File: config.mk
export PLATFORM = sky130hd
export DESIGN_NAME = ram_arbiter
export DESIGN_NICKNAME = d
export VERILOG_FILES = /design/src/rtl/ram_arbiter.sv
export SDC_FILE = /design/constraint.sdc
export NUM_CORES = 1
export LEC_CHECK = 0
export CAP_MARGIN = 20
export CORE_AREA = 2 2 204 206
export CTS_BUF_LIST = sky130_fd_sc_hd__clkbuf_16
export DETAILED_ROUTE_END_ITERATION = 10
export DIE_AREA = 0 0 206 208
export REMOVE_ABC_BUFFERS = 1
export SLEW_MARGIN = 20
export SYNTH_ARGS = -nofsm -noshare
export SYNTH_HDL_FRONTEND = slang
export SYNTH_SLANG_ARGS = --single-unit
File: constraint.sdc
create_clock -name clk -period 6.9 [get_ports clk]
set_input_delay 1.38 -clock clk [delete_from_list [all_inputs] [get_ports clk]]
set_output_delay 1.38 -clock clk [all_outputs]
set_load 0.02 [all_outputs]
File: src/rtl/ram_arbiter.sv
// Two-port arbiter and sequencer for the single-port test RAM: port 0 fetches
// 64-bit words, port 1 loads/stores any width; one access issued per cycle.
module ram_arbiter #(
    parameter int unsigned NUM_BYTES   = 4096,
    parameter logic [63:0] BASE_ADDR   = 64'h0,
    parameter bit          ROUND_ROBIN = 1'b1
) (
    input  logic        clk,
    input  logic        rst,
    input  logic        req0,
    input  logic [63:0] addr0,
    output logic        gnt0,
    output logic        rvalid0,
    output logic [63:0] rdata0,
    output logic        err0,
    input  logic        req1,
    input  logic        we1,
    input  logic [63:0] addr1,
    input  logic [63:0] wdata1,
    input  logic [1:0]  width1,
    output logic        gnt1,
    output logic        rvalid1,
    output logic [63:0] rdata1,
    output logic        err1,
    output logic        ram_cs,
    output logic        ram_we,
    output logic [63:0] ram_addr,
    output logic [63:0] ram_data_in,
    output logic [1:0]  ram_width,
    input  logic [63:0] ram_data_out
);
    typedef enum logic {PORT0 = 1'b0, PORT1 = 1'b1} port_e;

    // Bit distance between the left-justified RAM lane and a right-justified value.
    function automatic logic [5:0] just_shift(input logic [1:0] w);
        case (w)
            2'd0:    return 6'd0;
            2'd1:    return 6'd32;
            2'd2:    return 6'd48;
            default: return 6'd56;
        endcase
    endfunction

    port_e       last_port;
    logic        conflict;
    logic        sel1;
    logic        grant;
    logic [63:0] addr;
    logic [63:0] offset;
    logic        borrow;
    logic [1:0]  width;
    logic [3:0]  nbytes;
    logic        in_range;

    logic        s1_valid;
    port_e       s1_port;
    logic        s1_read;
    logic        s1_err;
    logic [1:0]  s1_width;

    always_comb begin
        conflict = req0 && req1;
        sel1     = req1 && (!req0 || !ROUND_ROBIN || last_port == PORT0);
        gnt1     = !rst && sel1;
        gnt0     = !rst && req0 && !sel1;
        grant    = gnt0 || gnt1;
        addr     = sel1 ? addr1 : addr0;
        width    = sel1 ? width1 : 2'd0;
        nbytes   = 4'd8 >> width;
        // 65-bit subtract: the borrow flags addresses below the window without overflow.
        {borrow, offset} = {1'b0, addr} - {1'b0, BASE_ADDR};
        in_range = !borrow && (offset <= (64'(NUM_BYTES) - 64'(nbytes)));
        ram_cs      = grant && in_range;
        ram_we      = ram_cs && sel1 && we1;
        ram_addr    = ram_cs ? offset : '0;
        ram_width   = ram_cs ? width : '0;
        ram_data_in = ram_we ? (wdata1 << just_shift(width)) : '0;
    end

    always_ff @(posedge clk) begin
        if (rst) begin
            last_port <= PORT0;
            s1_valid  <= 1'b0;
            s1_port   <= PORT0;
            s1_read   <= 1'b0;
            s1_err    <= 1'b0;
            s1_width  <= '0;
            rvalid0   <= 1'b0;
            rdata0    <= '0;
            err0      <= 1'b0;
            rvalid1   <= 1'b0;
            rdata1    <= '0;
            err1      <= 1'b0;
        end else begin
            if (conflict) last_port <= sel1 ? PORT1 : PORT0;
            s1_valid <= grant;
            s1_port  <= sel1 ? PORT1 : PORT0;
            s1_read  <= !(sel1 && we1);
            s1_err   <= !in_range;
            s1_width <= width;
            rvalid0  <= 1'b0;
            rvalid1  <= 1'b0;
            // In-range writes complete silently; reads and rejected ops respond.
            if (s1_valid && (s1_read || s1_err)) begin
                if (s1_port == PORT1) begin
                    rvalid1 <= 1'b1;
                    err1    <= s1_err;
                    rdata1  <= s1_err ? '0 : (ram_data_out >> just_shift(s1_width));
                end else begin
                    rvalid0 <= 1'b1;
                    err0    <= s1_err;
                    rdata0  <= s1_err ? '0 : ram_data_out;
                end
            end
        end
    end
endmodule

==> impl_metrics.ini, run 1 <==
[die]
die-area_mm2 = 0.0428
core_mm2 = 0.0406
pin_count = 529
die_w_um = 206
row_count = 74
start_util_pct = 18.5
die_h_um = 208

[drt]
vias_per_cell = 4.65
first_pass_iters = 5
ant_nets = 0
drtIter0Drc = 454
post-route-drc-count = 0
vias = 8840
wl_per_cell_um = 23.5
wirelength_mm = 44.7

[place]
gp_congestion = 0.965
port_buffers = 476
hpwl_mm = 35.7
pre_cts_ws_ns = 0.362

[status]
status = finished clean

[worst_setup_path]
max_stage_delay_ns = 0.69
crit_required_ns = 5.52
end_kind = output pin
r2r-end = s1_err$_SDFF_PP0_
crit_slowest_cell = clkdlybuf4s50_1
r2r_cells = 12
worstReg2RegStart = last_port$_SDFFE_PP0P_
path_cells = clkdlybuf4s50_1 -> a21boi_4 -> buf_4 -> nand2_1 -> nand2_1 -> ha_1 -> nor2b_1 -> o21ai_0 -> a32oi_1 -> nor3b_2 -> o21ai_4 -> buf_12 -> a2111oi_2 -> clkdlybuf4s50_1
ff2ff_setup_slack_ns = 3.97
crit_family = buffers and inverters
worst-path-buf-inv = 4
cp.arrival_ns = 5.19
critPathKind = input port to output pin
path_max_fanout = 49
start_kind = input port

[sta]
grt_setup_unrepaired = false
worst_slew_pin_slew_ns = 1.01
setup_slack_ns = 0.335
period_share_pct = 95.1
fin_skew_ns = 0.00982
period_needed_ns = 6.57
finalSetupViolCount = 0
drv_slew = 0
max_freq_mhz = 152
hold_viol = 0
hold_slack_ns = 0.451
relSlewSlack_pct = 32.2

[yosys]
synth_area_leaders = dfxtp_1 (37%), a22o_1 (7.5%), mux2i_1 (7.5%)
synth_edf_count = 0
synth_cells = 908
yosysTopAreaCell = dfxtp_1
ys_seq_area_share_pct = 37.0
synthArstFlopShare_pct = 0
yosysWarnings = 0
synth_top_area_share_pct = 37.0
synth_ff_type = dfxtp_1
synth.cell_area_mm2 = 0.00751
synth-seq-cells = 139
yosysUniqueCellTypes = 50
syn-mean-instance-area_um2 = 8.27

[min_path]
holdPathStages = 2
min_to = rdata0[16]$_SDFFE_PP0P_
hp-class = flip-flop to flip-flop
min-delay-start = rdata0[16]$_SDFFE_PP0P_

[grt]
grt_usage_pct = 20.1
first_global_vias = 8766
grt_antenna_before_repair = 6
grt_first_pass_wirelength_mm = 62.6
grt_overflow = 0
grt_max_degree = 57

[clocking]
cts_buffers = 17
hold_buffers = 0
htree_levels = 4
post_cts_resize_count = 0
clock_path_buffers = 2
clock-sinks = 139
clk_latency_ns = 0.43
clk_pin_slew_worst_paths_ns = 0.06
cts_root_buffer = clkbuf_16
cts_tree = done
post_cts_buffers = 0

[finish]
layout_common_cells = clkdlybuf4s50_1 (461), dfxtp_1 (137), nor2_1 (110), a21oi_1 (74), a22o_1 (64)
final_common_cell = clkdlybuf4s50_1
area_growth_pct = 78.1
layout-drive-gt1-share_pct = 7.84
largest_registers = rdata0 (64), rdata1 (64), s1_width (2)
final_nets = 1618

[power]
power.density_mw_per_mm2 = 169
p_leak_nw = 4.70
ir_worst_vdd_mv = 0.131

[flow_run]
max_cap_violations = 0
## worst min-delay path, delay by kind of cell, from the launching register on
family           cells  cell delay [ns]
flip-flops           1             0.31
AND/OR/NAND/NOR      1             0.05
AO/OA/AOI/OAI        1             0.05
## cell type report
type	count	area (um^2)
Multi-Input combinational cell	682	4280
Fill cell	4274	27200
Sequential cell	139	2790
Clock buffer	17	425
Timing Repair Buffer	505	5040
Clock inverter	15	158
Antenna cell	4	10.0
Inverter	6	22.5
Tap cell	532	666
## per-layer routing
layer	vias to the layer above	wire, um	global-route usage (%)
met4	2	1350	7.91
met5	-	13	0
li1	4070	-	-
met2	464	22300	35.3
met3	55	2970	3.81
met1	4249	18100	23.8
## worst max path at each step
stage / startpoint / end / depth (start not counted)
finish: req0 / ram_data_in[40] / 14
global route: req0 / ram_data_in[40] / 14
CTS: req0 / ram_data_in[40] / 14
detailed placement: req1 / ram_data_in[40] / 14
global placement: req1 / ram_we / 12
floorplan: req1 / ram_addr[11] / 9
## Yosys cell counts (all sizes together) (4+ instances only)
cell	instances
a211oi	6
a21oi	74
a221oi	9
a22o	64
a22oi	8
buf	68
clkbuf	64
dfxtp	139
ha	4
inv	5
mux2	7
mux2i	56
mux4	8
nand2	60
nand2b	8
nand3	44
nand3b	32
nand4	9
nor2	112
nor2b	5
nor3	46
nor3b	10
nor4	26
o21ai	16
o22ai	4
## metrics by stage
stage / util, % / cell area (um^2) / TNS [ns] / cells / total power [mW]
after floorplan: - / 7000 / -6.06 / 827 / 1.03
after global placement: 31.5 / 12800 / 0 / 1863 / 1.34
after detailed placement: 31.5 / 12800 / 0 / 1864 / 1.34
after CTS: 33.0 / 13400 / 0 / 1896 / 2.29
after global routing: 33.0 / 13400 / 0 / 1900 / 2.34
final: 33.0 / 13400 / 0 / 1900 / 2.26
## kinds of logic after synthesis
| family | Yosys count | synth area share, % |
|---|---|---|
| DFF | 139 | 37.0 |
| adders and majority gates | 4 | 0.666 |
| muxes | 71 | 10.9 |
| and+or+nand+nor | 361 | 23.6 |
| xor gates and xnor gates | 1 | 0.117 |
| other | 1 | 0.0499 |
| buffers and inverters | 138 | 9.64 |
| AOI/OAI and AO/OA | 193 | 17.9 |
## power breakdown
group | internal [mW] | total, mW | switching (mW)
registers | 0.823 | 0.834 | 0.0114
clock network | 0.562 | 0.936 | 0.374
logic | 0.236 | 0.491 | 0.256
(Power assumes the default switching activity.)
==> run 2, diff against run 1 <==
Settings changed: CAP_MARGIN 20 to 40.
==> run 2 against run 1 <==
- non-clock buffer count grew 4
- clock-buffer cell count is the same
- final area grew 0.53%
- clock skew grew 0.0096 ns
- hold slack lost 0.00068 ns
- first-iteration DRC count grew 23%
- register-to-register slack lost 0.05 ns
- cell count grew 0.26%
- via count grew 0.74%
- sequential cell count is the same
==> impl_metrics.ini, run 2 (synthesis gave the netlist of run 1 again) <==
[status]
status = finished clean

[place]
hpwl_mm = 35.9
port_buffers = 476
pre_cts_ws_ns = 0.309
placedInstanceArea_mm2 = 0.0128
gp_congestion = 0.965

[clocking]
cts_root_buffer = clkbuf_16
clk_latency_ns = 0.44
htree_levels = 4
clk_pin_slew_worst_paths_ns = 0.06
hold_buffers = 0
post_cts_resize_count = 0
clock-sinks = 139
cts_buffers = 17
cts_tree = done
post_cts_buffers = 0
clock_path_buffers = 2

[sta]
fin_skew_ns = 0.0194
worst_slew_pin_slew_ns = 0.874
relSlewSlack_pct = 41.5
finalSetupViolCount = 0
setup_slack_ns = 0.267
setup_tns_ns = 0
hold_viol = 0
period_share_pct = 96.1
max_freq_mhz = 151
hold_slack_ns = 0.451
period_needed_ns = 6.63
grt_setup_unrepaired = false
drv_slew = 0

[finish]
layout_common_cells = clkdlybuf4s50_1 (461), dfxtp_1 (137), nor2_1 (110), a21oi_1 (74), a22o_1 (64)
area_growth_pct = 79.1
largest_registers = rdata0 (64), rdata1 (64), s1_width (2)
final_nets = 1622
final_common_cell = clkdlybuf4s50_1
layout-drive-gt1-share_pct = 8.41
fin_area_mm2 = 0.0135
final_util_pct = 33.2

[worst_setup_path]
start_kind = input port
cp.arrival_ns = 5.25
path_max_fanout = 15
crit_required_ns = 5.52
path_cells = clkdlybuf4s50_1 -> a21boi_4 -> buf_4 -> nand2_1 -> nand2_1 -> ha_1 -> nor2b_1 -> o21ai_0 -> a32oi_1 -> nor3b_2 -> o21ai_4 -> nor3_1 -> clkdlybuf4s50_1
max_stage_delay_ns = 0.71
end_kind = output pin
crit_slowest_cell = clkdlybuf4s50_1
critPathKind = input port to output pin

[grt]
grt_max_degree = 57
grt_overflow = 0
first_global_vias = 8602
busiest_layer = met2
grt_use_met3_pct = 4.29
grt_first_pass_wirelength_mm = 61.6
grt_antenna_before_repair = 9
grt_usage_pct = 19.8
met2_usage_pct = 35.0
use_met1_pct = 23.1

[die]
start_util_pct = 18.5
row_count = 74
die_h_um = 208
die-area_mm2 = 0.0428
pin_count = 529
core_mm2 = 0.0406
die_w_um = 206

[power]
power.density_mw_per_mm2 = 170
ir_worst_vdd_mv = 0.129
p_leak_nw = 4.73

[min_path]
hp-class = flip-flop to flip-flop

[drt]
drtIter0Drc = 557
wirelength_mm = 44.5
vias = 8905
post-route-drc-count = 0
wl_per_cell_um = 23.4
first_pass_iters = 5
ant_nets = 0
vias_per_cell = 4.67

[flow_run]
max_cap_violations = 0
==> run 2: worst max-delay path, delay by kind of cell <==
family          cells  cell delay (ns)
buf+inv             3             1.56
simple gates        5             1.18
fa+ha+maj           1             0.25
compound gates      4             0.87
==> run 2: path summary, 6_finish.rpt <==
path | start | end | slack (ns) | cells past startpoint
worst max-delay path | req1 | ram_addr[10] | 0.27 | 13
worst min-delay path | rdata0[16]$_SDFFE_PP0P_ | rdata0[16]$_SDFFE_PP0P_ | 0.45 | 2
worst max register to register | last_port$_SDFFE_PP0P_ | s1_err$_SDFF_PP0_ | 3.92 | 12
worst min register to register | rdata0[16]$_SDFFE_PP0P_ | rdata0[16]$_SDFFE_PP0P_ | 0.45 | 2
==> run 2: report_power, final <==
part | internal (mW) | total [mW] | leakage (nW) | switching (mW)
clock network | 0.569 | 0.956 | 0.289 | 0.387
logic | 0.239 | 0.494 | 3.31 | 0.255
registers | 0.823 | 0.834 | 1.13 | 0.0115
==> run 2: through the flow <==
stage	instances	total power, mW
after floorplan	827	1.03
after global placement	1863	1.34
after detailed placement	1868	1.35
after CTS	1899	2.31
after global routing	1905	2.36
final	1905	2.28
==> run 2: cell type report <==
class                   instances  area [um^2]
clock inverters                14          173
clock buffers                  17          425
repair buffers                509         5100
fillers                      4254        27100
well taps                     532          666
diodes                          6         15.0
inverters                       6         22.5
flip-flops and latches        139         2790
multi-input cells             682         4270
==> run 2: routing by layer <==
| metal | share of wire [%] | vias up |
|---|---|---|
| met5 | 0.052 | - |
| met3 | 6.9 | 56 |
| li1 | - | 4085 |
| met2 | 50 | 474 |
| met1 | 40 | 4286 |
| met4 | 2.9 | 4 |
